<file path="config.mk">
export PLATFORM = sky130hd
export DESIGN_NAME = plru_state_ctrl
export DESIGN_NICKNAME = d
export VERILOG_FILES = /design/src/rtl/plru_pkg.sv /design/src/rtl/plru_tree_logic.sv /design/src/rtl/plru_state_ctrl.sv
export SDC_FILE = /design/constraint.sdc
export NUM_CORES = 1
export LEC_CHECK = 0
export BUFFER_PORTS_ARGS = -buffer_cell sky130_fd_sc_hd__buf_2
export CAP_MARGIN = 20
export CORE_AREA = 4 4 99 77
export DETAILED_ROUTE_END_ITERATION = 8
export DIE_AREA = 0 0 103 81
export GPL_TIMING_DRIVEN = 0
export PLACE_DENSITY = 0.51
export SLEW_MARGIN = 20
export SYNTH_ARGS = -nofsm -noshare
export SYNTH_HDL_FRONTEND = slang
export SYNTH_SLANG_ARGS = --single-unit
</file>
<file path="constraint.sdc">
create_clock -name clk -period 3.88 [get_ports clk]
set_clock_uncertainty 0.05 [all_clocks]
set_input_delay 0.776 -clock clk [delete_from_list [all_inputs] [get_ports clk]]
set_output_delay 0.776 -clock clk [all_outputs]
set_load 0.1 [all_outputs]
</file>
<file path="src/rtl/plru_pkg.sv">
// Shared tree-PLRU definitions: per-set state type, one-hot way constants,
// the touch update rule and the tree victim selection.
// State bits: s[0]=1 -> left pair (ways 0/1) is older, s[1]=1 -> way0 older,
// s[2]=1 -> way2 older.
package plru_pkg;

  typedef logic [2:0] plru_state_t;
  typedef logic [3:0] plru_way_t;

  localparam plru_way_t WAY0 = 4'b0001;
  localparam plru_way_t WAY1 = 4'b0010;
  localparam plru_way_t WAY2 = 4'b0100;
  localparam plru_way_t WAY3 = 4'b1000;

  typedef enum logic [0:0] {StIdle, StHold} resp_state_e;

  // Point every node on the touched way's path away from it.
  function automatic plru_state_t plru_touch(input plru_state_t s, input plru_way_t way);
    plru_state_t n;
    case (way)
      WAY0:    n = {s[2], 2'b00};
      WAY1:    n = {s[2], 2'b10};
      WAY2:    n = {1'b0, s[1], 1'b1};
      WAY3:    n = {1'b1, s[1], 1'b1};
      default: n = s;
    endcase
    return n;
  endfunction

  function automatic plru_way_t plru_victim(input plru_state_t s);
    plru_way_t v;
    if (s[0]) v = s[1] ? WAY0 : WAY1;
    else      v = s[2] ? WAY2 : WAY3;
    return v;
  endfunction

endpackage

</file>
<file path="src/rtl/plru_tree_logic.sv">
// Combinational tree-PLRU logic for one touch and one query.
//   touch_state/touch_valid/touch_way -> touch_next, touch_apply
//     touch_apply is low for a malformed (not one-hot) way.
//   query_state/valid_ways -> victim (one-hot)
//     the lowest-index invalid way wins over the tree choice.
// With NUM_WAYS=2, way0/way1 map onto tree way0/way2 and only s[0] picks.
module plru_tree_logic
  import plru_pkg::*;
#(
  parameter int unsigned NUM_WAYS = 4
) (
  input  plru_state_t          touch_state,
  input  logic                 touch_valid,
  input  logic [NUM_WAYS-1:0]  touch_way,
  output plru_state_t          touch_next,
  output logic                 touch_apply,
  input  plru_state_t          query_state,
  input  logic [NUM_WAYS-1:0]  valid_ways,
  output logic [NUM_WAYS-1:0]  victim
);

  plru_way_t            tree_way;
  logic [NUM_WAYS-1:0]  tree_victim;

  if (NUM_WAYS == 4) begin : g_four
    assign tree_way    = touch_way;
    assign tree_victim = plru_victim(query_state);
  end else begin : g_two
    assign tree_way    = {1'b0, touch_way[1], 1'b0, touch_way[0]};
    assign tree_victim = query_state[0] ? 2'b01 : 2'b10;
  end

  assign touch_apply = touch_valid && ($countones(touch_way) == 1);
  assign touch_next  = plru_touch(touch_state, tree_way);

  always_comb begin
    logic found;
    found  = 1'b0;
    victim = tree_victim;
    for (int unsigned i = 0; i < NUM_WAYS; i++) begin
      if (!found && !valid_ways[i]) begin
        found     = 1'b1;
        victim    = '0;
        victim[i] = 1'b1;
      end
    end
  end

endmodule

</file>
<file path="src/rtl/plru_state_ctrl.sv">
// Per-set tree-PLRU state owner with victim query/response handshake.
//   clk, rst (async, active high)
//   touch_valid/touch_index/touch_way : hit/fill touch, applied at the edge
//   vq_valid/vq_ready/vq_index/vq_valid_ways : victim query
//   vr_valid/vr_ready/vr_way : registered victim response, held until taken
module plru_state_ctrl
  import plru_pkg::*;
#(
  parameter  int unsigned NUM_WAYS = 4,
  parameter  int unsigned NUM_SETS = 8,
  localparam int unsigned IDX_W    = $clog2(NUM_SETS)
) (
  input  logic                 clk,
  input  logic                 rst,
  input  logic                 touch_valid,
  input  logic [IDX_W-1:0]     touch_index,
  input  logic [NUM_WAYS-1:0]  touch_way,
  input  logic                 vq_valid,
  output logic                 vq_ready,
  input  logic [IDX_W-1:0]     vq_index,
  input  logic [NUM_WAYS-1:0]  vq_valid_ways,
  output logic                 vr_valid,
  input  logic                 vr_ready,
  output logic [NUM_WAYS-1:0]  vr_way
);

  plru_state_t          state_q [NUM_SETS];
  plru_state_t          touch_next;
  plru_state_t          query_state;
  logic                 touch_apply;
  logic [NUM_WAYS-1:0]  victim;
  logic                 handshake;

  resp_state_e          resp_q, resp_d;
  logic [NUM_WAYS-1:0]  vr_way_q, vr_way_d;

  // A same-cycle touch to the queried set is forwarded into the query.
  assign query_state = (touch_apply && (touch_index == vq_index)) ? touch_next
                                                                  : state_q[vq_index];

  plru_tree_logic #(
    .NUM_WAYS (NUM_WAYS)
  ) u_tree (
    .touch_state (state_q[touch_index]),
    .touch_valid (touch_valid),
    .touch_way   (touch_way),
    .touch_next  (touch_next),
    .touch_apply (touch_apply),
    .query_state (query_state),
    .valid_ways  (vq_valid_ways),
    .victim      (victim)
  );

  always_ff @(posedge clk or posedge rst) begin
    if (rst) begin
      state_q <= '{default: '0};
    end else if (touch_apply) begin
      state_q[touch_index] <= touch_next;
    end
  end

  assign vr_valid  = (resp_q == StHold);
  assign vq_ready  = !vr_valid || vr_ready;
  assign handshake = vq_valid && vq_ready;
  assign vr_way    = vr_way_q;

  always_comb begin
    resp_d   = resp_q;
    vr_way_d = vr_way_q;
    unique case (resp_q)
      StIdle: begin
        if (handshake) begin
          resp_d   = StHold;
          vr_way_d = victim;
        end
      end
      StHold: begin
        // A new handshake implies vr_ready: replace the response in place.
        if (handshake)     vr_way_d = victim;
        else if (vr_ready) resp_d   = StIdle;
      end
      default: resp_d = StIdle;
    endcase
  end

  always_ff @(posedge clk or posedge rst) begin
    if (rst) begin
      resp_q   <= StIdle;
      vr_way_q <= '0;
    end else begin
      resp_q   <= resp_d;
      vr_way_q <= vr_way_d;
    end
  end

endmodule
</file>
* Word level (Yosys, flattened, before mapping)
Index checks and enable logic that the tools add are counted.
Cells by class: add/sub/neg operators 3, multipliers 0, div/mod/pow operators 0, magnitude comparators 3, equal/unequal tests 6, shifts and indexed selects 0, muxes and demuxes 26, bitwise gates (word level) 3, reduce and logical (&&, ||, !) cells 14
Operators by type and width (number):
- adder 32 bit | 1
- equality test 32 x 2 -> 1 bit, second input constant | 1
- 2-to-1 mux 4 bit | 7
- bitwise mux 24 bit | 1
- binary-select mux 3 bit (select 3 bit) | 2
- 2-to-1 mux 3 bit | 6
- one-hot mux 3 bit (4 select lines) | 1
- demux 3 bit (select 3 bit) | 1
- >= comparator 4 bit, second input constant | 2
- inverter 3 -> 4 bit | 2
- logical AND 1 bit | 7
- zero test 1 bit | 6
- 2-to-1 mux 1 bit | 6
- adder 1 x 1 -> 2 bit | 2
- equality test 4 x 1 -> 1 bit, second input constant | 1
- equality test 4 x 2 -> 1 bit, second input constant | 1
- equality test 4 x 3 -> 1 bit, second input constant | 1
- equality test 4 bit, second input constant | 1
- less-than comparator 4 x 1 -> 1 bit, second input constant | 1
- equality test 3 bit | 1
- 2-to-1 mux 2 bit | 1
- one-hot mux 1 bit (2 select lines) | 1
- logical OR 1 bit | 1
- inverter 1 bit | 1
Word-level totals: register bits after elaboration 29, bits in latches 0, bits in writable memories 0, ROM bits 0, input bits 19, output and inout bits 6, logic and storage cells 65, memories 0

* Logic depth before layout (Yosys ltp)
depth after elaboration 13, depth in mapped cells 10

* Hierarchy
A second synthesis with hierarchy kept.
Second synthesis, totals: cell total of the unflattened synthesis 133, area, all modules 1834.3 um^2
Modules (own cells, without submodules):
- plru_state_ctrl | instances 1, cells an instance 102, area an instance 1596.5 um^2
- plru_tree_logic | instances 1, cells an instance 31, area an instance 237.7 um^2

* Worst setup path before layout
OpenSTA, ideal clock, no wires.
path kind in2reg, start point input port touch_way[2], end point register state_q[15] (netlist bit), setup time 0.125 ns, arrival time 3.002 ns, path slack 0.703 ns, stages 8, path buffers 0, path through inv_1 ha_1 ha_1 fa_1 nor4bb_1 nand2_1 nor3b_1 mux2_2
On the way: cells in the longest elaborated chain, start to end 4, elaborated cells on any way between the ends 10, those cells by class add/sub (2); eq/ne (5); mux (2); reduce/logical (1)
Ends and longest elaborated chain:
- from (decl) | line plru_state_ctrl.sv:17 | input logic [NUM_WAYS-1:0] touch_way,
- adder 1 x 1 -> 2 bit (implied by the code) | line plru_tree_logic.sv:33 | assign touch_apply = touch_valid && ($countones(touch_way) == 1);
- adder 32 bit (implied by the code) | line plru_tree_logic.sv:33
- equality test 32 x 2 -> 1 bit | line plru_tree_logic.sv:33
- logical AND 1 bit | line plru_tree_logic.sv:33
- to (signal, indexed assignment) | line plru_state_ctrl.sv:58 | state_q[touch_index] <= touch_next;
- to (decl) | line plru_state_ctrl.sv:27 | plru_state_t state_q [NUM_SETS];
Parallel ways exist; a longest one is shown, timed or not. A chain may end at the register's enable or synchronous reset.

* Worst setup path in the final report
start point input port touch_way[2], end point register state_q[21] (netlist bit)
The elaborated chain is that of the path after synthesis.

==> results_dict.tcl <==
set metrics [dict create \
    dp_cells 274 \
    seq_area_frac_synth_pct 37.2 \
    yosys.area.top_type "dfrtp_1" \
    design.portCount 25 \
    ys_top_cells_by_area "dfrtp_1 37%, mux2_2 12%, mux4_2 6.9%" \
    firstDrtPassIters 4 \
    run_status "finished clean" \
    via_per_inst 5.01 \
    num_rows 26 \
    cts_setup_buffers 0 \
    hold_viol 0 \
    max_stage_delay_ps 600 \
    critPathArrivalTime_ps 3640 \
    synth_cell_types 45 \
    cts.repair.resized 0 \
    design.die.area_mm2 0.00834 \
    cts_buffer_depth 2 \
    synth_top_area_share_pct 37.2 \
    cts_sinks 29 \
    drt_iter0_markers 89 \
    critPathLaunchType "input pin" \
    seqCellArea_um2 726 \
    crit_type "in -> reg" \
    hpwl_mm 3.53 \
    grt_max_degree 30 \
    total_power_mw 1.05 \
    remaining_drc_errors 0 \
    required_ps 3990 \
    vias 1413 \
    coreArea_mm2 0.00670 \
    critPathMaxFanout 4 \
    final_net_count 226 \
    end_kind "register" \
    grt_pass1_wl_mm 7.43 \
    fp.dieW_um 103 \
    wl_mm 4.53 \
    grt_pass1_vias 1350 \
    hold-worst-slack_ps 453 \
    postSynthAreaPerCell_um2 11.4 \
    cp_slowest_cell "nor4bb_1" \
    clock.fmax_ghz 0.283 \
    syn_nets 200 \
    hold_path.class "reg -> reg" \
    diodes 0 \
    wl_per_cell_um 16.0 \
    async_flop_share_pct 100 \
    h-tree-depth 2 \
    grt_remaining_overflow 0 \
    finalNonFillerCells 282 \
    power_leakage_nw 1.07 \
    synth_flop_cell "dfrtp_1" \
    rsz0062_at_grt "no" \
    synth_edf_count 0 \
    cp_cell_sequence "buf_2, inv_1, ha_1, ha_1, fa_1, nor4bb_1, nand2_1, nor3_1, mux2_2" \
    ys_seq_elements 29 \
    min_period_ps 3530 \
    power.density_mw_per_mm2 464 \
    relSlewSlack_pct 56.8 \
    grt_usage_pct 11.7 \
    gp_congestion 0.807 \
    cpMostUsedCell "ha_1" \
    fin_crit_sh_pct 90.9 \
    ir_drop_mv 0.164 \
    maxCapViolCount 0 \
    portBuffers 19 \
    cts_tree "done" \
    synth_commonest_cells "29 x dfrtp_1, 21 x mux2_2, 10 x mux2i_1, 10 x nand2_1, 9 x ha_1" \
    syn_inst 171 \
    syn-cell-area_mm2 0.00195 \
    final_antenna_net_count 0 \
    cts_root_buf "clkbuf_8" \
    cts.clk_slew.worst_paths_ps 60 \
    area_growth_syn_to_layout_pct 16.4 \
    final.fill_count 677 \
    initial_core_util_pct 29.1 \
    die_h_um 81 \
    final-setup-viol-count 0 \
    yosys_warnings 0 \
    multiInputGateArea_mm2 0.00111 \
    cts-buffers-inserted 5 \
    drive_gt1_share_pct 34.3 \
    clock_latency_ps 280 \
    synth.most_common_cell "dfrtp_1" \
    finalMaxSlewViolations 0 \
    antenna_found_initial 0 \
    worst_slew_pin_slew_ps 639 \
    hold_buffers 0 \
]
cells in the final DEF (no fill, tap or decap), types with 2 or more instances in the layout:
cell      synthesis  routed
a21oi_1           3       3
nor3b_1           2       2
nand3b_1          2       2
ha_1              9       9
mux2_1            2       2
o21ai_1           3       3
buf_2             4      23
mux2_2           21      21
dfrtp_1          29      29
and3_1            4       4
o21ai_0           3       3
nand2b_1          4       4
mux4_2            6       6
nor3_1            3       3
xnor2_1           3       3
clkbuf_8          0       6
nand2_1          10      10
nor2_1            8       8
nand4_1           2       2
mux2i_1          10      10
inv_1             6       5
a22o_1            2       2
a31oi_1           7       7
nand3_1           3       3
buf_6             4       4
inv_2             1       2
worst max-delay path, delay by kind of cell:
family | cells | cell delay (ps)
buf+inv | 2 | 170
simple gates | 3 | 1370
fa+ha+maj | 3 | 930
mux | 1 | 400
layer usage:
layer	vias up	part of all wire, %	global-route usage (%)
li1	689	-	-
met1	697	53	18.1
met2	27	42	16.6
met3	0	5.0	3.09
met4	0	0	1.55
met5	-	0	0
flip-flops by register name, indices dropped and copies added, names as in the netlist:
| signal | flops |
|---|---|
| vr_valid | 1 |
| state_q | 24 |
| vr_way | 4 |
power breakdown:
group | total, mW | internal, mW | switching [mW] | leakage (nW)
clock | 0.337 | 0.209 | 0.128 | 0.0574
combinational | 0.300 | 0.135 | 0.165 | 0.625
sequential | 0.417 | 0.365 | 0.0518 | 0.385
total | 1.05 | 0.708 | 0.345 | 1.07
final cells by class:
| cell class | count | share of cell area [%] |
|---|---|---|
| clock inverter | 2 | 1.65 |
| buffer | 10 | 3.91 |
| sequential | 29 | 31.9 |
| inverter | 7 | 1.16 |
| tap | 84 | 4.63 |
| timing repair buffer | 19 | 4.19 |
| multi-input combinational | 125 | 48.9 |
| clock buffer | 6 | 3.63 |
through the flow:
step	setup TNS, ps	setup slack [ps]	utilization [%]	cell area [µm²]
final	0	351	33.9	2270
after floorplan	0	703	-	1950
after global routing	0	117	33.9	2270
after detailed placement	0	25.3	32.1	2150
after CTS	0	299	33.9	2270
after global placement	-9.01	-4.71	32.1	2150
final timing paths:
check / slack [ps] / startpoint / cells past startpoint / to
worst max-delay path: 350 / touch_way[2] / 9 / state_q[21]$_DFFE_PP0P_
worst min-delay path: 450 / vr_way[1]$_DFFE_PP0P_ / 1 / vr_way[1]$_DFFE_PP0P_
worst max register to register: 1890 / state_q[0]$_DFFE_PP0P_ / 6 / vr_way[1]$_DFFE_PP0P_
worst min register to register: 450 / vr_way[1]$_DFFE_PP0P_ / 1 / vr_way[1]$_DFFE_PP0P_
max in group asynchronous: 2830 / rst / 2 / state_q[21]$_DFFE_PP0P_
min in group asynchronous: 520 / rst / 2 / state_q[23]$_DFFE_PP0P_
logic make-up after synthesis:
logic type	after synthesis	share of synthesized area, %
DFF	29	37.2
adders and majority gates	10	6.80
muxes	40	26.7
and+or+nand+nor	43	11.7
xor gates and xnor gates	3	1.35
AOI/OAI and AO/OA	29	10.4
buffers and inverters	17	5.90
No activity file was read; power rests on OpenSTA's default activity.
